File: config.mk
export PLATFORM = sky130hd
export DESIGN_NAME = regfile_sb_flat
export DESIGN_NICKNAME = d
export VERILOG_FILES = /design/src/rtl/regfile_sb_if.sv /design/src/rtl/regfile_sb.sv /design/src/flat_wrapper.sv
export SDC_FILE = /design/constraint.sdc
export NUM_CORES = 1
export LEC_CHECK = 0
export CAP_MARGIN = 20
export CORE_MARGIN = 5
export CORE_UTILIZATION = 52
export DETAILED_ROUTE_END_ITERATION = 10
export HOLD_SLACK_MARGIN = 0.05
export PLACE_DENSITY = 0.82
export RECOVER_POWER = 25
export SLEW_MARGIN = 10
export SYNTH_ARGS = -nofsm -noshare
export SYNTH_HDL_FRONTEND = slang
export SYNTH_SLANG_ARGS = --single-unit
export TNS_END_PERCENT = 10
File: constraint.sdc
create_clock -name clk -period 2.95 [get_ports clk]
set_input_delay 0.4425 -clock clk [delete_from_list [all_inputs] [get_ports clk]]
set_output_delay 0.4425 -clock clk [all_outputs]
set_load 0.1 [all_outputs]
File: src/rtl/regfile_sb_if.sv
// Decode/execute-side signal bundle for regfile_sb.
// The master modport is the decoder/load-unit side; the slave modport is the register file.
interface regfile_sb_if #(
    parameter int WIDTH = 16,
    parameter int NREGS = 8,
    parameter int AW    = 3
);
    logic [AW-1:0]          rs0;
    logic [AW-1:0]          rs1;
    logic [AW-1:0]          rd;
    logic                   r_latch;
    logic [WIDTH-1:0]       busD_in;
    logic [AW-1:0]          wb_addr;
    logic                   wb_en;
    logic [WIDTH-1:0]       wb_data;
    logic                   lock_en;
    logic [AW-1:0]          lock_addr;
    logic [WIDTH-1:0]       bus0;
    logic [WIDTH-1:0]       bus1;
    logic [WIDTH-1:0]       busD_out;
    logic                   busy0;
    logic                   busy1;
    logic                   busyD;
    logic                   lock_err;
    logic [NREGS*WIDTH-1:0] regs_flat;

    modport master (
        output rs0, rs1, rd, r_latch, busD_in, wb_addr, wb_en, wb_data, lock_en, lock_addr,
        input  bus0, bus1, busD_out, busy0, busy1, busyD, lock_err, regs_flat
    );

    modport slave (
        input  rs0, rs1, rd, r_latch, busD_in, wb_addr, wb_en, wb_data, lock_en, lock_addr,
        output bus0, bus1, busD_out, busy0, busy1, busyD, lock_err, regs_flat
    );
endinterface

File: src/rtl/regfile_sb.sv
// Register file with 3 combinational read ports, write ports D and W (late load results),
// and a per-register busy scoreboard for decode stalls.
module regfile_sb #(
    parameter int WIDTH   = 16,
    parameter int NREGS   = 8,
    parameter int AW      = 3,
    parameter int BYPASS  = 1,
    parameter int ZERO_R0 = 0
) (
    input  logic         clk,
    input  logic         rst,
    regfile_sb_if.slave  rf
);
    logic [WIDTH-1:0] regs_reg [NREGS];
    logic             busy_reg [NREGS];
    logic             lock_err_reg;
    logic             lock_err_next;

    logic             we_d;
    logic             we_w;
    logic             lock_ok;

    logic [AW-1:0]    rd_addr [3];
    logic [WIDTH-1:0] rd_data [3];
    logic             rd_busy [3];

    // With a hardwired R0, every write/lock aimed at address 0 is dropped up front.
    always_comb begin
        we_d    = rf.r_latch;
        we_w    = rf.wb_en;
        lock_ok = rf.lock_en;
        if (ZERO_R0 != 0) begin
            if (rf.rd == '0)        we_d    = 1'b0;
            if (rf.wb_addr == '0)   we_w    = 1'b0;
            if (rf.lock_addr == '0) lock_ok = 1'b0;
        end
    end

    // A same-cycle clear of the locked address means the earlier load is retiring: not an error.
    always_comb begin
        lock_err_next = lock_ok && busy_reg[rf.lock_addr]
                        && !(rf.wb_en && (rf.wb_addr == rf.lock_addr));
    end

    genvar gi;
    generate
        for (gi = 0; gi < NREGS; gi++) begin : g_reg
            // Port D has priority over port W on a write collision.
            always_ff @(posedge clk) begin
                if (rst) begin
                    regs_reg[gi] <= '0;
                end else if (we_d && (rf.rd == AW'(gi))) begin
                    regs_reg[gi] <= rf.busD_in;
                end else if (we_w && (rf.wb_addr == AW'(gi))) begin
                    regs_reg[gi] <= rf.wb_data;
                end
            end

            // Lock beats clear so back-to-back loads to one register keep it busy.
            always_ff @(posedge clk) begin
                if (rst) begin
                    busy_reg[gi] <= 1'b0;
                end else if (lock_ok && (rf.lock_addr == AW'(gi))) begin
                    busy_reg[gi] <= 1'b1;
                end else if (rf.wb_en && (rf.wb_addr == AW'(gi))) begin
                    busy_reg[gi] <= 1'b0;
                end
            end

            assign rf.regs_flat[gi*WIDTH +: WIDTH] = regs_reg[gi];
        end
    endgenerate

    always_ff @(posedge clk) begin
        if (rst) begin
            lock_err_reg <= 1'b0;
        end else begin
            lock_err_reg <= lock_err_next;
        end
    end

    assign rd_addr[0] = rf.rs0;
    assign rd_addr[1] = rf.rs1;
    assign rd_addr[2] = rf.rd;

    generate
        for (gi = 0; gi < 3; gi++) begin : g_rport
            assign rd_data[gi] =
                ((ZERO_R0 != 0) && (rd_addr[gi] == '0))                ? '0         :
                ((BYPASS != 0) && we_d && (rf.rd == rd_addr[gi]))      ? rf.busD_in :
                ((BYPASS != 0) && we_w && (rf.wb_addr == rd_addr[gi])) ? rf.wb_data :
                                                                         regs_reg[rd_addr[gi]];
            assign rd_busy[gi] = busy_reg[rd_addr[gi]];
        end
    endgenerate

    assign rf.bus0     = rd_data[0];
    assign rf.bus1     = rd_data[1];
    assign rf.busD_out = rd_data[2];
    assign rf.busy0    = rd_busy[0];
    assign rf.busy1    = rd_busy[1];
    assign rf.busyD    = rd_busy[2];
    assign rf.lock_err = lock_err_reg;
endmodule

File: src/flat_wrapper.sv
// flat-port wrapper written by rule: the top's interface ports become plain ports
module regfile_sb_flat 
#(
    parameter int WIDTH   = 16,
    parameter int NREGS   = 8,
    parameter int AW      = 3,
    parameter int BYPASS  = 1,
    parameter int ZERO_R0 = 0
)
  (clk, rst, rf_rs0, rf_rs1, rf_rd, rf_r_latch, rf_busD_in, rf_wb_addr, rf_wb_en, rf_wb_data, rf_lock_en, rf_lock_addr, rf_bus0, rf_bus1, rf_busD_out, rf_busy0, rf_busy1, rf_busyD, rf_lock_err, rf_regs_flat);
  regfile_sb_if #(.WIDTH(WIDTH), .NREGS(NREGS), .AW(AW)) rf_i ();
  input  logic clk;
  input  logic rst;
  input wire logic [$bits(rf_i.rs0)-1:0] rf_rs0;
  input wire logic [$bits(rf_i.rs1)-1:0] rf_rs1;
  input wire logic [$bits(rf_i.rd)-1:0] rf_rd;
  input wire logic [$bits(rf_i.r_latch)-1:0] rf_r_latch;
  input wire logic [$bits(rf_i.busD_in)-1:0] rf_busD_in;
  input wire logic [$bits(rf_i.wb_addr)-1:0] rf_wb_addr;
  input wire logic [$bits(rf_i.wb_en)-1:0] rf_wb_en;
  input wire logic [$bits(rf_i.wb_data)-1:0] rf_wb_data;
  input wire logic [$bits(rf_i.lock_en)-1:0] rf_lock_en;
  input wire logic [$bits(rf_i.lock_addr)-1:0] rf_lock_addr;
  output wire logic [$bits(rf_i.bus0)-1:0] rf_bus0;
  output wire logic [$bits(rf_i.bus1)-1:0] rf_bus1;
  output wire logic [$bits(rf_i.busD_out)-1:0] rf_busD_out;
  output wire logic [$bits(rf_i.busy0)-1:0] rf_busy0;
  output wire logic [$bits(rf_i.busy1)-1:0] rf_busy1;
  output wire logic [$bits(rf_i.busyD)-1:0] rf_busyD;
  output wire logic [$bits(rf_i.lock_err)-1:0] rf_lock_err;
  output wire logic [$bits(rf_i.regs_flat)-1:0] rf_regs_flat;
  assign rf_i.rs0 = rf_rs0;
  assign rf_i.rs1 = rf_rs1;
  assign rf_i.rd = rf_rd;
  assign rf_i.r_latch = rf_r_latch;
  assign rf_i.busD_in = rf_busD_in;
  assign rf_i.wb_addr = rf_wb_addr;
  assign rf_i.wb_en = rf_wb_en;
  assign rf_i.wb_data = rf_wb_data;
  assign rf_i.lock_en = rf_lock_en;
  assign rf_i.lock_addr = rf_lock_addr;
  assign rf_bus0 = rf_i.bus0;
  assign rf_bus1 = rf_i.bus1;
  assign rf_busD_out = rf_i.busD_out;
  assign rf_busy0 = rf_i.busy0;
  assign rf_busy1 = rf_i.busy1;
  assign rf_busyD = rf_i.busyD;
  assign rf_lock_err = rf_i.lock_err;
  assign rf_regs_flat = rf_i.regs_flat;
  regfile_sb #(.WIDTH(WIDTH), .NREGS(NREGS), .AW(AW), .BYPASS(BYPASS), .ZERO_R0(ZERO_R0)) u_core (.clk(clk), .rst(rst), .rf(rf_i));
endmodule
After elaboration in Yosys (flattened, before gate mapping)
Memory sizes are Yosys's and may differ from the RTL's.
Index checks and enable logic that the tools add are counted.
{"block": "word_totals", "mem_count": 2, "ramBits": 136, "in_bits": 52, "register_bits": 1}
{"name": "u_core.regs_reg", "depth": 8, "word_bits": 16, "rd": 11, "rd_ports_with_merged_regs": 0, "write_ports": 8, "line": "regfile_sb.sv:14", "source": "logic [WIDTH-1:0] regs_reg [NREGS];"}
{"name": "u_core.busy_reg", "depth": 8, "word_bits": 1, "rd": 4, "rd_ports_with_merged_regs": 0, "write_ports": 8, "line": "regfile_sb.sv:15", "source": "logic busy_reg [NREGS];"}
{"block": "classes", "eq_ne": 27, "mux": 144, "n_reduce_logical": 36, "n_bitwise": 32}
{"op": "$mux 16", "count": 22}
{"op": "$mux 1", "count": 122}
{"op": "$eq 3x3->1 const B", "count": 12}
{"op": "$logic_and 1x1->1", "count": 32}
{"op": "$or 1x1->1", "count": 32}
{"op": "$eq 3x2->1 const B", "count": 6}
{"op": "$eq 3x3->1", "count": 6}
{"op": "$eq 3x1->1 const B", "count": 3}
{"op": "$logic_not 3->1", "count": 3}
{"op": "$logic_not 1->1", "count": 1}

Longest topological paths before layout
{"block": "logic_depth", "depth_word": 7, "ltp_mapped": 8, "mapped_depth_nobuf": 5}

Least setup slack after synthesis
OpenSTA, ideal clock, no wires.
{"block": "synth_timing", "path_kind": "register to output", "start": "memory u_core.regs_reg[3][12]", "end": "output port rf_bus0[12]", "path_slack_ns": -1.146, "required_time_ns": 2.508, "stages_incl_launch_ff": 6, "t_arrival_ns": 3.653, "path_cell_list": "edfxtp_1 mux4_2 mux2i_1 nand2_1 o21ai_0 o21ai_0"}
{"element": "start, declared", "line": "regfile_sb.sv:14"}
{"element": "end, declared", "line": "flat_wrapper.sv:24", "source": "output wire logic [$bits(rf_i.bus0)-1:0] rf_bus0;"}

Worst setup path in the final report
{"block": "layout_timing", "start": "input port rf_wb_addr[2]", "end": "output port rf_busD_out[4]"}
{"block": "layout_via", "elab_chain_cells": 4}
{"element": "start, declared", "line": "flat_wrapper.sv:19", "source": "input wire logic [$bits(rf_i.wb_addr)-1:0] rf_wb_addr;"}
{"element": "$eq 3x3->1", "line": "regfile_sb.sv:91", "source": "((BYPASS != 0) && we_w && (rf.wb_addr == rd_addr[gi])) ? rf.wb_data :"}
{"element": "$logic_and 1x1->1", "line": "regfile_sb.sv:91"}
{"element": "$mux 16", "line": "regfile_sb.sv:91"}
{"element": "$mux 16", "line": "regfile_sb.sv:90", "source": "((BYPASS != 0) && we_d && (rf.rd == rd_addr[gi])) ? rf.busD_in :"}
{"element": "end, declared", "line": "flat_wrapper.sv:26", "source": "output wire logic [$bits(rf_i.busD_out)-1:0] rf_busD_out;"}
Every way passes these cells.

==> key figures <==
Detailed routing
  – First DRT Iteration DRCs: 1449
  – Drt pass-1 iters: 8
  – DR vias: between 9000 and 10000
  – Routed wire length: just over 40000 um
  – DR DRC count: 0
  – Routed Antenna Nets: 0
  – Vias per cell: roughly 7.1
  – Wire per inst: around 29 um

Placed design
  – IO buf count: ~230
  – Hpwl dp: 28700 um
  – Dpl ws: -0.00654 ns
  – Dpl cells: about 1400
  – GP Congestion: 0.955

Job
  – Max cap viols: 0

Global route
  – Largest net degree at the start of global routing: 33
  – Antenna violations before repair: 0
  – Vias in the first global route: 9616
  – Tot GR Track Use: between 30% and 40%
  – First-pass GRT wire length: 59800 um
  – Grt ovf: 0

Critical path
  – Crit-path cells: clkdlybuf4s50_1 > xnor2_1 > and4_2 > buf_4 > a21oi_1 > a21oi_1 > buf_12
  – CP Buf/Inv Count: 3
  – Worst endpoint required time: 2.51 ns
  – FF-to-FF path depth: 3
  – Most common cell on crit path: a21oi_1
  – CP delay by family, top: buffers and inverters
  – Critical path arrival: 2.44 ns
  – Worst setup EP type: output port
  – Setup crit start kind: primary input
  – R2R setup slack: around 1.7 ns
  – Type of the worst setup path: in -> out
  – Worst Path Max Fanout: 13
  – Worst path max stage delay: between 0.5 and 0.6 ns
  – CP max stage cell: clkdlybuf4s50_1
  – WP depth: 7

Layout
  – Layout net count: around 1200
  – N_diodes: 0
  – Fillers: about 1400
  – Share of layout cells above drive strength 1: just over 30%
  – Post-Layout Cell Count: between 1000 and 1500
  – Utilization after layout: a little over two thirds
  – Area Growth Syn to Fin: 32.0%
  – Largest register FFs: between 100 and 150

STA
  – Slew @ Worst Pin: roughly 1.3 ns
  – Clk_skew: 0.00118 ns
  – Setup ws final: ~0.069 ns
  – Final Hold Viols: 0
  – Tmin final: just under 3 ns
  – Final TNS setup: 0 ns
  – Max transition margin: 13.7%
  – Final Setup Violations: 0
  – Fin crit share: a little over nine tenths
  – Slew Viols, Final: 0
  – F_max: roughly 350 MHz

Synthesis
  – Most used DFF post-synth: edfxtp_1
  – Share of flip-flops with an asynchronous set or reset: 0%
  – Cells after Synth: ~890
  – Yosys Warn Count: 0
  – Mapped Nets: ~940
  – Syn_area_per_cell: about 12 um^2
  – Post-synth EDFFs: roughly 140
  – Netlist cell types: 51
  – Register area share after synthesis: approximately 39%
  – Synth Cell Area: ~10000 um^2
  – Yosys reg bits: 137

Die
  – Rows: 51
  – Starting Density: a little over half
  – Die ar.: roughly 23000 um^2
  – Core Box Area: a little under 20000 um^2
  – Die Width: roughly 150 um
  – Die H: about 150 um
  – I/O pin count: between 200 and 250

Min path
  – Hold Crit Depth: 2
  – Min-Delay Path Class: in -> reg

Outcome
  – Status: finished clean

Clock network
  – Setup Fix Bufs, Post-CTS: 0
  – Clock sink count: ~140
  – Total CTS buffers: 17
  – Clk Tree Root Cell: clkbuf_16
  – H-Tree Depth: 4
  – CTS tree: built
  – CTS Buffer Depth: 2
  – Clock-pin slew on the worst setup and hold paths: roughly 0.060 ns
  – CTS Hold Bufs: 0
  – Skew-Pair Late Insertion Delay: roughly 0.43 ns

Power and ir drop
  – Leak pwr: slightly above 5 nW
  – Total design power: 8.80 mW
  – Cell area power density: 640 nW/um^2
  – Peak supply drop: about 510 uV
cell usage after synthesis, types with 3 or more instances:
master,number,area share (%)
a211oi_1,7,0.50
a21oi_1,33,1.6
a21oi_2,3,0.25
a22o_1,112,9.4
a31oi_1,4,0.24
buf_2,37,1.8
buf_4,18,1.3
buf_6,9,0.97
clkbuf_1,49,1.8
edfxtp_1,136,39
inv_1,3,0.11
mux2_2,4,0.43
mux2i_1,67,6.4
mux4_2,84,18
nand2_1,88,3.2
nand2b_1,7,0.42
nand3_1,8,0.38
nand4_1,6,0.36
nor2_1,14,0.50
nor2_2,4,0.24
nor2b_1,12,0.72
nor3_1,12,0.58
nor3_2,5,0.48
o21ai_0,89,4.3
o21ai_1,8,0.38
o221a_2,16,1.7
o31ai_1,4,0.29
xnor2_1,14,1.2
xor2_1,4,0.34
area by class of cell:
cell class / count / area (um^2) / area share [%]
tap: 265 / 332 / 2.41
multi-input combinational: 631 / 5760 / 41.9
sequential: 137 / 4100 / 29.9
clock inverter: 13 / 203 / 1.48
clock buffer: 17 / 425 / 3.10
inverter: 3 / 11.3 / 0.0819
timing repair buffer: 323 / 2910 / 21.2
final timing paths:
check | start | to
worst max-delay path | rf_wb_addr[2] | rf_busD_out[4]
worst min-delay path | rf_lock_en | u_core.rf.lock_err$_SDFF_PP0_
worst max register to register | u_core.busy_reg[6]$_SDFFCE_PP0P_ | u_core.rf.lock_err$_SDFF_PP0_
worst min register to register | u_core.busy_reg[0]$_SDFFCE_PP0P_ | u_core.rf.lock_err$_SDFF_PP0_
where the power goes:
| part | switching, mW | internal [mW] | leakage [nW] |
|---|---|---|---|
| combinational | 2.84 | 1.13 | 3.49 |
| clock | 0.835 | 1.49 | 0.306 |
| sequential | 0.194 | 2.32 | 1.34 |
| total | 3.86 | 4.93 | 5.14 |
logic make-up after synthesis:
| logic type | count (synthesis) | synth area share [%] |
|---|---|---|
| AOI/OAI and AO/OA | 287 | 19.7 |
| xor gates and xnor gates | 18 | 1.51 |
| muxes | 155 | 25.1 |
| and+or+nand+nor | 171 | 8.28 |
| buffers and inverters | 118 | 6.00 |
| DFF | 137 | 39.4 |
timing repair:
action                                 in CTS  in global routing
pin swaps                                   0                  0
resized for setup                           2                  7
endpoints found under the hold margin       0                  0
setup endpoints to repair                   2                 10
cell usage in the layout (no fill, tap or decap), drive strengths merged, types with 9 or more instances in the layout:
master,synthesis,layout
a21oi,36,36
a22o,112,112
buf,66,177
clkbuf,49,119
clkdlybuf4s50,0,42
edfxtp,136,136
mux2i,67,67
mux4,84,84
nand2,88,88
nand2b,9,9
nor2,18,18
nor2b,13,13
nor3,17,17
o21ai,97,97
o221a,16,16
xnor2,14,14
stage by stage:
stage | area [um^2] | hold slack (ns)
after floorplan | 10400 | 0.613
after CTS | 14100 | 0.650
after detailed placement | 13400 | 0.949
after global routing | 13700 | 0.684
after global placement | 13400 | 0.920
final | 13700 | 0.659
routing by layer:
| layer | vias up | global-route usage [%] | share of wire [%] |
|---|---|---|---|
| met5 | - | 0 | 0 |
| met4 | 0 | 16.5 | 5.1 |
| met3 | 168 | 9.19 | 15 |
| met2 | 967 | 55.1 | 46 |
| met1 | 4663 | 46.1 | 34 |
| li1 | 4006 | - | - |
No activity file was read; power rests on OpenSTA's default activity.
